### src/rtl/sub_pkg.sv
// Shared definitions for the bit-serial subtractor and its neighbouring adder bench.
package sub_pkg;

  localparam int unsigned SUB_WIDTH = 4;

  typedef enum logic [1:0] {
    ST_IDLE  = 2'd0,
    ST_SHIFT = 2'd1,
    ST_DONE  = 2'd2
  } state_t;

endpackage

### src/rtl/full_sub.sv
// Combinational 1-bit full subtractor: d = a - b - bin, with borrow-out.
module full_sub (
  input  logic a,
  input  logic b,
  input  logic bin,
  output logic d,
  output logic bout
);

  assign d    = a ^ b ^ bin;
  assign bout = (~a & b) | (~(a ^ b) & bin);

endmodule

### src/rtl/serial_sub.sv
// Bit-serial unsigned subtractor: num1 - num2, LSB first, with start/busy/done handshake.
module serial_sub
  import sub_pkg::*;
#(
  parameter int unsigned WIDTH = SUB_WIDTH
) (
  input  logic             clk,
  input  logic             rst_n,
  input  logic             start,
  input  logic [WIDTH-1:0] num1,
  input  logic [WIDTH-1:0] num2,
  output logic             busy,
  output logic             done,
  output logic [WIDTH-1:0] out,
  output logic             bout
);

  localparam int unsigned CW = $clog2(WIDTH) + 1;

  state_t           state, state_nx;
  logic [WIDTH-1:0] a_sr, b_sr, res_sr;
  logic             borrow;
  logic [CW-1:0]    count;
  logic             d_bit, b_bit, last_bit;

  full_sub u_full_sub (
    .a   (a_sr[0]),
    .b   (b_sr[0]),
    .bin (borrow),
    .d   (d_bit),
    .bout(b_bit)
  );

  assign last_bit = (count == CW'(WIDTH - 1));

  always_ff @(posedge clk) begin
    if (!rst_n) state <= ST_IDLE;
    else        state <= state_nx;
  end

  always_comb begin
    state_nx = state;
    busy     = 1'b0;
    done     = 1'b0;
    case (state)
      ST_IDLE:  if (start) state_nx = ST_SHIFT;
      ST_SHIFT: begin
        busy = 1'b1;
        if (last_bit) state_nx = ST_DONE;
      end
      ST_DONE:  begin
        done     = 1'b1;
        state_nx = ST_IDLE;
      end
      default:  state_nx = ST_IDLE;
    endcase
  end

  // The final difference bit is folded straight into out so it is valid in the DONE cycle.
  always_ff @(posedge clk) begin
    if (!rst_n) begin
      a_sr   <= '0;
      b_sr   <= '0;
      res_sr <= '0;
      borrow <= 1'b0;
      count  <= '0;
      out    <= '0;
      bout   <= 1'b0;
    end else begin
      case (state)
        ST_IDLE: begin
          if (start) begin
            a_sr   <= num1;
            b_sr   <= num2;
            borrow <= 1'b0;
            count  <= '0;
          end
        end
        ST_SHIFT: begin
          a_sr   <= a_sr >> 1;
          b_sr   <= b_sr >> 1;
          res_sr <= {d_bit, res_sr[WIDTH-1:1]};
          borrow <= b_bit;
          count  <= count + 1'b1;
          if (last_bit) begin
            out  <= {d_bit, res_sr[WIDTH-1:1]};
            bout <= b_bit;
          end
        end
        default: ;
      endcase
    end
  end

endmodule

### config.mk
export PLATFORM = sky130hd
export DESIGN_NAME = serial_sub
export DESIGN_NICKNAME = d
export VERILOG_FILES = /design/src/rtl/sub_pkg.sv /design/src/rtl/full_sub.sv /design/src/rtl/serial_sub.sv
export SDC_FILE = /design/constraint.sdc
export NUM_CORES = 1
export LEC_CHECK = 0
export CORE_MARGIN = 2
export CORE_UTILIZATION = 44
export CTS_CLUSTER_DIAMETER = 30
export DETAILED_ROUTE_END_ITERATION = 8
export PLACE_DENSITY = 0.72
export SKIP_CTS_REPAIR_TIMING = 1
export SLEW_MARGIN = 5
export SYNTH_ARGS = -nofsm -noshare
export SYNTH_HDL_FRONTEND = slang
export SYNTH_HIERARCHICAL = 1
export SYNTH_SLANG_ARGS = --single-unit
### constraint.sdc
create_clock -name clk -period 1.2 [get_ports clk]
set_input_delay 0.18 -clock clk [delete_from_list [all_inputs] [get_ports clk]]
set_output_delay 0.18 -clock clk [all_outputs]
set_load 0.05 [all_outputs]
* Yosys cells after proc, flatten, opt, wreduce, memory -nomap -nowiden
Cells that the tools add are included.
** Operators by class
- Add/subtract/negate cells :: 1
- Eq/ne operators :: 5
- Multiplexer cells :: 13
- Bitwise gates (word level) :: 7
- Reductions and logical operators :: 5
** Operators with widths (number)
- $pmux W4 S2 :: 2
- $mux W4 :: 2
- $pmux W3 S2 :: 1
- $reduce_and A2 Y1 :: 3
- $mux W2 :: 2
- $ne A2 B2 Y1 const B :: 2
- $pmux W2 S2 :: 1
- $add A3 B1 Y3 const B :: 1
- $eq A3 B2 Y1 const B :: 1
- $mux W1 :: 3
- $mux W3 :: 1
- $and A1 B1 Y1 :: 2
- $eq A2 B1 Y1 const B :: 1
- $eq A2 B2 Y1 const B :: 1
- $logic_not A2 Y1 :: 1
- $not A1 Y1 :: 2
- $pmux W1 S2 :: 1
- $reduce_bool A2 Y1 :: 1
- $xor A1 B1 Y1 :: 2
- $or A1 B1 Y1 :: 1
** Word-level totals
- Register bits after elaboration :: 23
- Input port bits :: 11
- Output and inout port bits :: 7

* Logic depth before layout (Yosys ltp)
Gate-level depths: netlist (run 1).
- Depth in word-level cells :: 5
- Depth in mapped cells :: 5
- Mapped depth without buffers :: 5

* Hierarchy
Netlist (run 1), hierarchy kept.
** By module, submodules not included
- serial_sub :: instances 1, cells an instance 99, area an instance 903.4 um^2, sequential area each 440.4 um^2
- full_sub :: instances 1, cells an instance 4, area an instance 31.3 um^2, sequential area each 0.0 um^2

* Least setup slack after synthesis (run 1)
Ideal clock, no wire load.
- Kind :: reg-to-output
- From :: register state[1]
- To :: output port done
- Data arrival time :: 1.353 ns
- Required time :: 1.020 ns
- Slack :: -0.333 ns
- Stages on the path, launching flop included :: 3
- Path buffers :: 1
- Cells stage by stage :: dfxtp_1 > clkbuf_1 > nor2b_1
** On the way
- Longest elaborated chain between the ends :: 2
** Ends and longest elaborated chain
- start: declaration :: line serial_sub.sv:20 : state_t state, state_nx;
- start signal: assignment :: line serial_sub.sv:38 : else state <= state_nx;
- $eq A2 B2 Y1 :: line serial_sub.sv:45 : case (state)
- $mux W1 :: line serial_sub.sv:45
- end: declaration :: line serial_sub.sv:13 : output logic done,
Every way passes these cells.

* Final worst setup path (run 1)
- From :: register state[0]
- To :: output port done
Same word-level chain as after synthesis.

==> out/qor.yml, run 1 <==
numCtsBuffers: 3
clkTransAtPathRegs_ns: 0.11
critPathBufInv: 2
ys_warn_count: 6
io_pins: 18
antenna_found_initial: 0
hold_path_class: "primary input to flip-flop"
grt_busiest_layer: "met2"
violations: "setup timing"
antenna_left: 0
fin_util_pct: 65.8
syn-num-nets: 117
slowest_stage: "dfxtp_4"
grt_use_met1_pct: 21.4
layout_common_cells: "17 x dfxtp_1, 14 x o21ai_1, 13 x nand2_1"
drt-pass1-iter-count: 4
drive_above_1_share_pct: 23.0
synth-seq-cells: 22
critPathMaxFanout: 9
crit_chain: "buf_6 > nor2b_4 > buf_12"
grt_pass1_wl_um: 3280
period_share_pct: 106
die_h_um: 50.1
dpl.hpwl_um: 1330
io_buffers: 17
rows: 16
rsz0062_at_grt: "true"
critPathLaunch: "state[0]"
numClockSinks: 22
met3_usage_pct: 2.73
max-cap-violations: 0
critPathLaunchType: "flip-flop"
hold_end: "b_sr[3]"
antennaDiodeCount: 0
layout_commonest_cell: "dfxtp_1"
worst_setup_path_end_kind: "output pin"
syn_to_final_growth_pct: 39.6
fin_crit_ns: 1.28
grt_remaining_overflow: 0
fin_skew_ns: 0.00145
drt_iter0_drc: 24
root_buffer: "clkbuf_4"
grt_pass1_vias: 777
worst_pin_slew_ns: 0.409
power_mw: 1.32
status: "finished, violations left"
max_freq_ghz: 0.784
num_vias: 772
instances_no_fill: 153
r2r-end: "out[2]"
die_area_sq_um: 2510
drc: 0
start_util_pct: 47.2
slew_headroom_pct: 72.7
use_met2_pct: 29.4
worstHoldStart: "num2[3]"
yosysSeqAreaShare_pct: 47.1
power_leakage_nw: 0.496
reg2reg_slack_ns: -0.02
setup_slack_ns: -0.0763
cts_tree: "built"
arrival_ns: 1.10
vdd_ir_drop_max_uv: 788
reg2reg_from: "count[0]"
synthCells: 103
finalSetupViolations: 4
via_per_inst: 5.05
holdPathStages: 3
clockBufferDepth: 2
slowest_delay_ns: 0.38
place_inst: 149
fillerInstances: 160
path_class: "flip-flop to output pin"
die_x_um: 50.1
synth_cell_types: 21
final.setup.tns_ns: -0.170
num-nets-final: 142
place.gp.congestion: 0.772
grt_max_degree: 32
ff2ff_path_depth: 5
htree_num_levels: 1
wirelength_um: 1850
avgRoutedWirePerCell_um: 12.1
powerDensity_nw_per_um2: 1010
crit_required_ns: 1.02
timing.final.hold_violations: 0
maxSlewViolCount: 0
crit_family: "flip-flops"
netlist_area_sq_um: 935
grtUsageTotal_pct: 17.1
coreArea_sq_um: 1980
clk_latency_ns: 0.30
avgSynthCellArea_sq_um: 9.07
## state kept, by name (all words and copies together) (netlist names)
| signal | flops |
|---|---|
| a_sr | 4 |
| b_sr | 4 |
| borrow | 1 |
| bout | 1 |
| count | 3 |
| out | 4 |
| res_sr | 3 |
| state | 2 |
## logic make-up (layout without fill, tap and decap cells)
kind of cell / after synthesis / count (layout) / share of synthesized area (%)
and+or+nand+nor: 32 / 32 / 17.4
AOI/OAI and AO/OA: 24 / 24 / 14.9
DFF: 22 / 22 / 47.1
buffers and inverters: 12 / 35 / 5.09
muxes: 10 / 10 / 10.7
adders and majority gates: 3 / 3 / 4.82
## report_power, final
part	internal [mW]	switching [mW]	total (mW)
logic	0.112	0.0982	0.210
clock network	0.117	0.215	0.332
registers	0.761	0.0191	0.780
total	0.990	0.332	1.32
## routing by layer
| metal | wire length (um) | up-vias | share of wire, % |
|---|---|---|---|
| met5 | 0 | - | 0 |
| met4 | 20 | 0 | 1.1 |
| met3 | 72 | 2 | 3.9 |
| met2 | 948 | 13 | 51 |
| met1 | 804 | 352 | 44 |
| li1 | - | 405 | - |
## stage by stage
stage / setup WS [ns] / area (sq um) / hold WS [ns]
5_1_grt: -0.138 / 1310 / 0.420
6_report: -0.0763 / 1310 / 0.428
4_1_cts: -0.195 / 1270 / 0.420
3_3_place_gp: -0.188 / 1250 / 0.436
2_1_floorplan: 0.0453 / 942 / 0.330
3_5_place_dp: -0.241 / 1250 / 0.448
## worst reg2reg max path: stages (launching register included)
cell and delay (ns):
dfxtp_1 0.35, ha_1 0.15, ha_1 0.19, nand3b_2 0.21, nand3_1 0.14, o21ai_1 0.08
## synth_stat cells
cell type | number | area (sq um)
nand2_1 | 13 | 48.8
or3b_1 | 1 | 8.76
inv_2 | 1 | 3.75
nor2_1 | 3 | 11.3
nand3b_2 | 1 | 11.3
a21oi_1 | 1 | 5.00
nor2b_1 | 5 | 31.3
fa_1 | 1 | 20.0
o22ai_1 | 3 | 18.8
mux2i_1 | 10 | 100
clkbuf_1 | 4 | 15.0
nand3_1 | 6 | 30.0
o21ai_1 | 14 | 70.1
buf_2 | 2 | 10.0
nor3b_1 | 1 | 7.51
ha_1 | 2 | 25.0
dfxtp_1 | 22 | 440
inv_1 | 5 | 18.8
nand3b_1 | 1 | 7.51
o211ai_1 | 6 | 45.0
and3_1 | 1 | 6.26
## area by class of cell
cell class	instances	area, sq um	share of cell area, %
inverter	6	22.5	1.73
tap	27	33.8	2.59
multi-input combinational	69	462	35.4
sequential	22	449	34.4
timing repair buffer	26	315	24.2
clock buffer	3	22.5	1.73
## worst max-delay path by stage
stage | endpoint | slack, ns | cells past startpoint
after floorplan | res_sr[1] | 0.05 | 4
after CTS | busy | -0.20 | 3
final | done | -0.08 | 3
after global placement | b_sr[0] | -0.19 | 4
after global routing | out[0] | -0.14 | 5
after detailed placement | b_sr[0] | -0.24 | 4
No activity file was read; power rests on OpenSTA's default activity.
==> inputs of run 2 (changes only) <==
Settings changed: ABC_AREA set to 1, CORE_UTILIZATION 44 to 45, PLACE_DENSITY 0.72 to 0.73, SLEW_MARGIN 5 to 30.
==> run 2 against run 1 <==
The flow still finishes with violations (setup timing). Routed wire length rose by 3.7%. Clock skew rose by 0.0078 ns. Highest routed layer unchanged. Sequential power rose by 2%. Synthesized cell count rose by 44%. Core utilization fell by 1.1 points. Flip-flop and latch count did not move. Power rose by 6.9%.
==> out/qor.yml, run 2 <==
status: "finished, violations left"
violations: "setup timing"
critPathLaunchType: "flip-flop"
coreArea_sq_um: 2150
synthArstFlopShare_pct: 0
path_class: "flip-flop to output pin"
start_util_pct: 46.6
met3_length_um: 89
yosys.area.top_type_share_pct: 44.0
yosysMostFrequentCell: "nand2_1"
drt-met1-wl_um: 834
critPathMaxFanout: 6
antennaDiodeCount: 0
drt-pass1-iter-count: 4
io_pins: 18
synthCells: 148
hold_path_class: "primary input to flip-flop"
syn_to_final_growth_pct: 39.0
powerDensity_nw_per_um2: 1020
grt_max_degree: 13
synth-seq-cells: 22
num-nets-final: 189
fin_crit_ns: 1.30
dpl.hpwl_um: 1430
reg2reg_slack_ns: 0.06
cts_tree: "built"
hold_end: "b_sr[3]"
grt_remaining_overflow: 0
yosys-top-cells-area: "dfxtp_1 44%, nand2_1 17%, nor2_1 14%"
power_leakage_nw: 0.666
vdd_ir_drop_max_uv: 779
rsz0062_at_grt: "true"
drt_iter0_drc: 10
avgRoutedWirePerCell_um: 9.48
max-cap-violations: 0
maxSlewViolCount: 0
numClockSinks: 22
netlist_area_sq_um: 1000
synth_flop_cell: "dfxtp_1"
grt_pass1_wl_um: 3230
dp_slack_ns: -0.0990
synthTopCellsByCount: "44 x nand2_1, 36 x nor2_1, 22 x dfxtp_1, 19 x inv_1, 5 x a21oi_1"
power_mw: 1.41
biggestRegsByFlops: "a_sr (4), b_sr (4), out (4)"
root_buffer: "clkbuf_4"
arrival_ns: 1.12
antenna_found_initial: 0
instances_no_fill: 202
reg2reg_from: "borrow"
antenna_left: 0
synth_cell_types: 17
layout_common_cells: "44 x nand2_1, 35 x nor2_1, 19 x inv_1"
timing.final.hold_violations: 0
wirelength_um: 1920
worst_setup_path_end_kind: "output pin"
num_vias: 920
worst_pin_slew_ns: 0.245
io_buffers: 17
holdPathStages: 3
place_inst: 195
grtUsageTotal_pct: 16.4
top_layer: "met4"
drc: 0
synth_top_area_cell: "dfxtp_1"
die_h_um: 51.2
synth_edf_count: 0
crit_required_ns: 1.02
die_area_sq_um: 2620
ys_warn_count: 6
r2r-end: "res_sr[3]"
slew_headroom_pct: 83.6
ff2ff_path_depth: 4
finalSetupViolations: 2
drive_above_1_share_pct: 18.4
avgSynthCellArea_sq_um: 6.76
yosysSeqAreaShare_pct: 44.0
clkTransAtPathRegs_ns: 0.12
die_x_um: 51.2
grt_pass1_vias: 809
worstHoldStart: "num2[3]"
layout_commonest_cell: "nand2_1"
clk_latency_ns: 0.30
max_freq_ghz: 0.772
numCtsBuffers: 3
via_per_inst: 4.55
setup_slack_ns: -0.0961
fin_skew_ns: 0.00923
place.gp.congestion: 0.760
route.met2.wl_um: 965
fillerInstances: 194
syn-num-nets: 162
clockBufferDepth: 2
htree_num_levels: 1
period_share_pct: 108
rows: 17
run 2: cell types whose count changed after synthesis, sizes merged, moves of 3 or more:
cell,before,now
nand2,13,46
nor2b,5,0
o21ai,14,5
o22ai,3,0
a21oi,1,5
inv,6,20
nor2,3,38
o211ai,6,0
mux2i,10,0
run 2: worst max-delay path, stage by stage (launching register included):
cell     delay (ns)
dfxtp_4        0.41
inv_4          0.04
nor2_4         0.19
buf_12         0.17
run 2: worst max-delay path by stage:
stage | from | end | slack, ns | cells after the start
after floorplan | state[0] | out[0] | 0.01 | 5
after global placement | start | b_sr[0] | -0.08 | 6
after detailed placement | start | b_sr[0] | -0.1 | 6
after CTS | state[0] | busy | -0.15 | 3
after global routing | state[0] | busy | -0.15 | 3
final | state[0] | busy | -0.1 | 3
run 2: logic make-up after synthesis:
kind of cell,count (synthesis),share of synthesized area (%)
AO/OA/AOI/OAI,11,5.75
adder cells (fa/ha/maj),3,4.50
buffers and inverters,24,9.75
flip-flops,22,44.0
AND/OR/NAND/NOR,88,36.0
run 2: power by group:
group          switching [mW]  total (mW)  leakage, nW  internal, mW
Clock                   0.208       0.337       0.0150         0.129
Combinational           0.144       0.279        0.468         0.135
Sequential             0.0254       0.798        0.183         0.772
run 2: per-stage QoR:
step	utilization [%]	TNS, ns	hold slack, ns	cell area, sq um
after global routing	64.8	-0.278	0.456	1390
after floorplan	-	0	0.344	1010
after CTS	62.6	-0.293	0.448	1340
after detailed placement	61.3	-0.786	0.453	1320
after global placement	61.3	-0.371	0.447	1320
final	64.8	-0.149	0.451	1390
run 2: area by class of cell:
class | instances | area (sq um) | share of cell area [%]
Tap cell | 28 | 35.0 | 2.52
Clock buffer | 4 | 26.3 | 1.89
Inverter | 20 | 77.6 | 5.58
Timing Repair Buffer | 26 | 324 | 23.3
Multi-Input combinational cell | 102 | 478 | 34.4
Sequential cell | 22 | 450 | 32.4
run 2: routing by layer:
layer | global-route usage (%) | vias to the layer above
met5 | 0 | -
met4 | 6.76 | 0
met3 | 2.92 | 4
met2 | 29.0 | 23
met1 | 19.4 | 401
li1 | - | 492
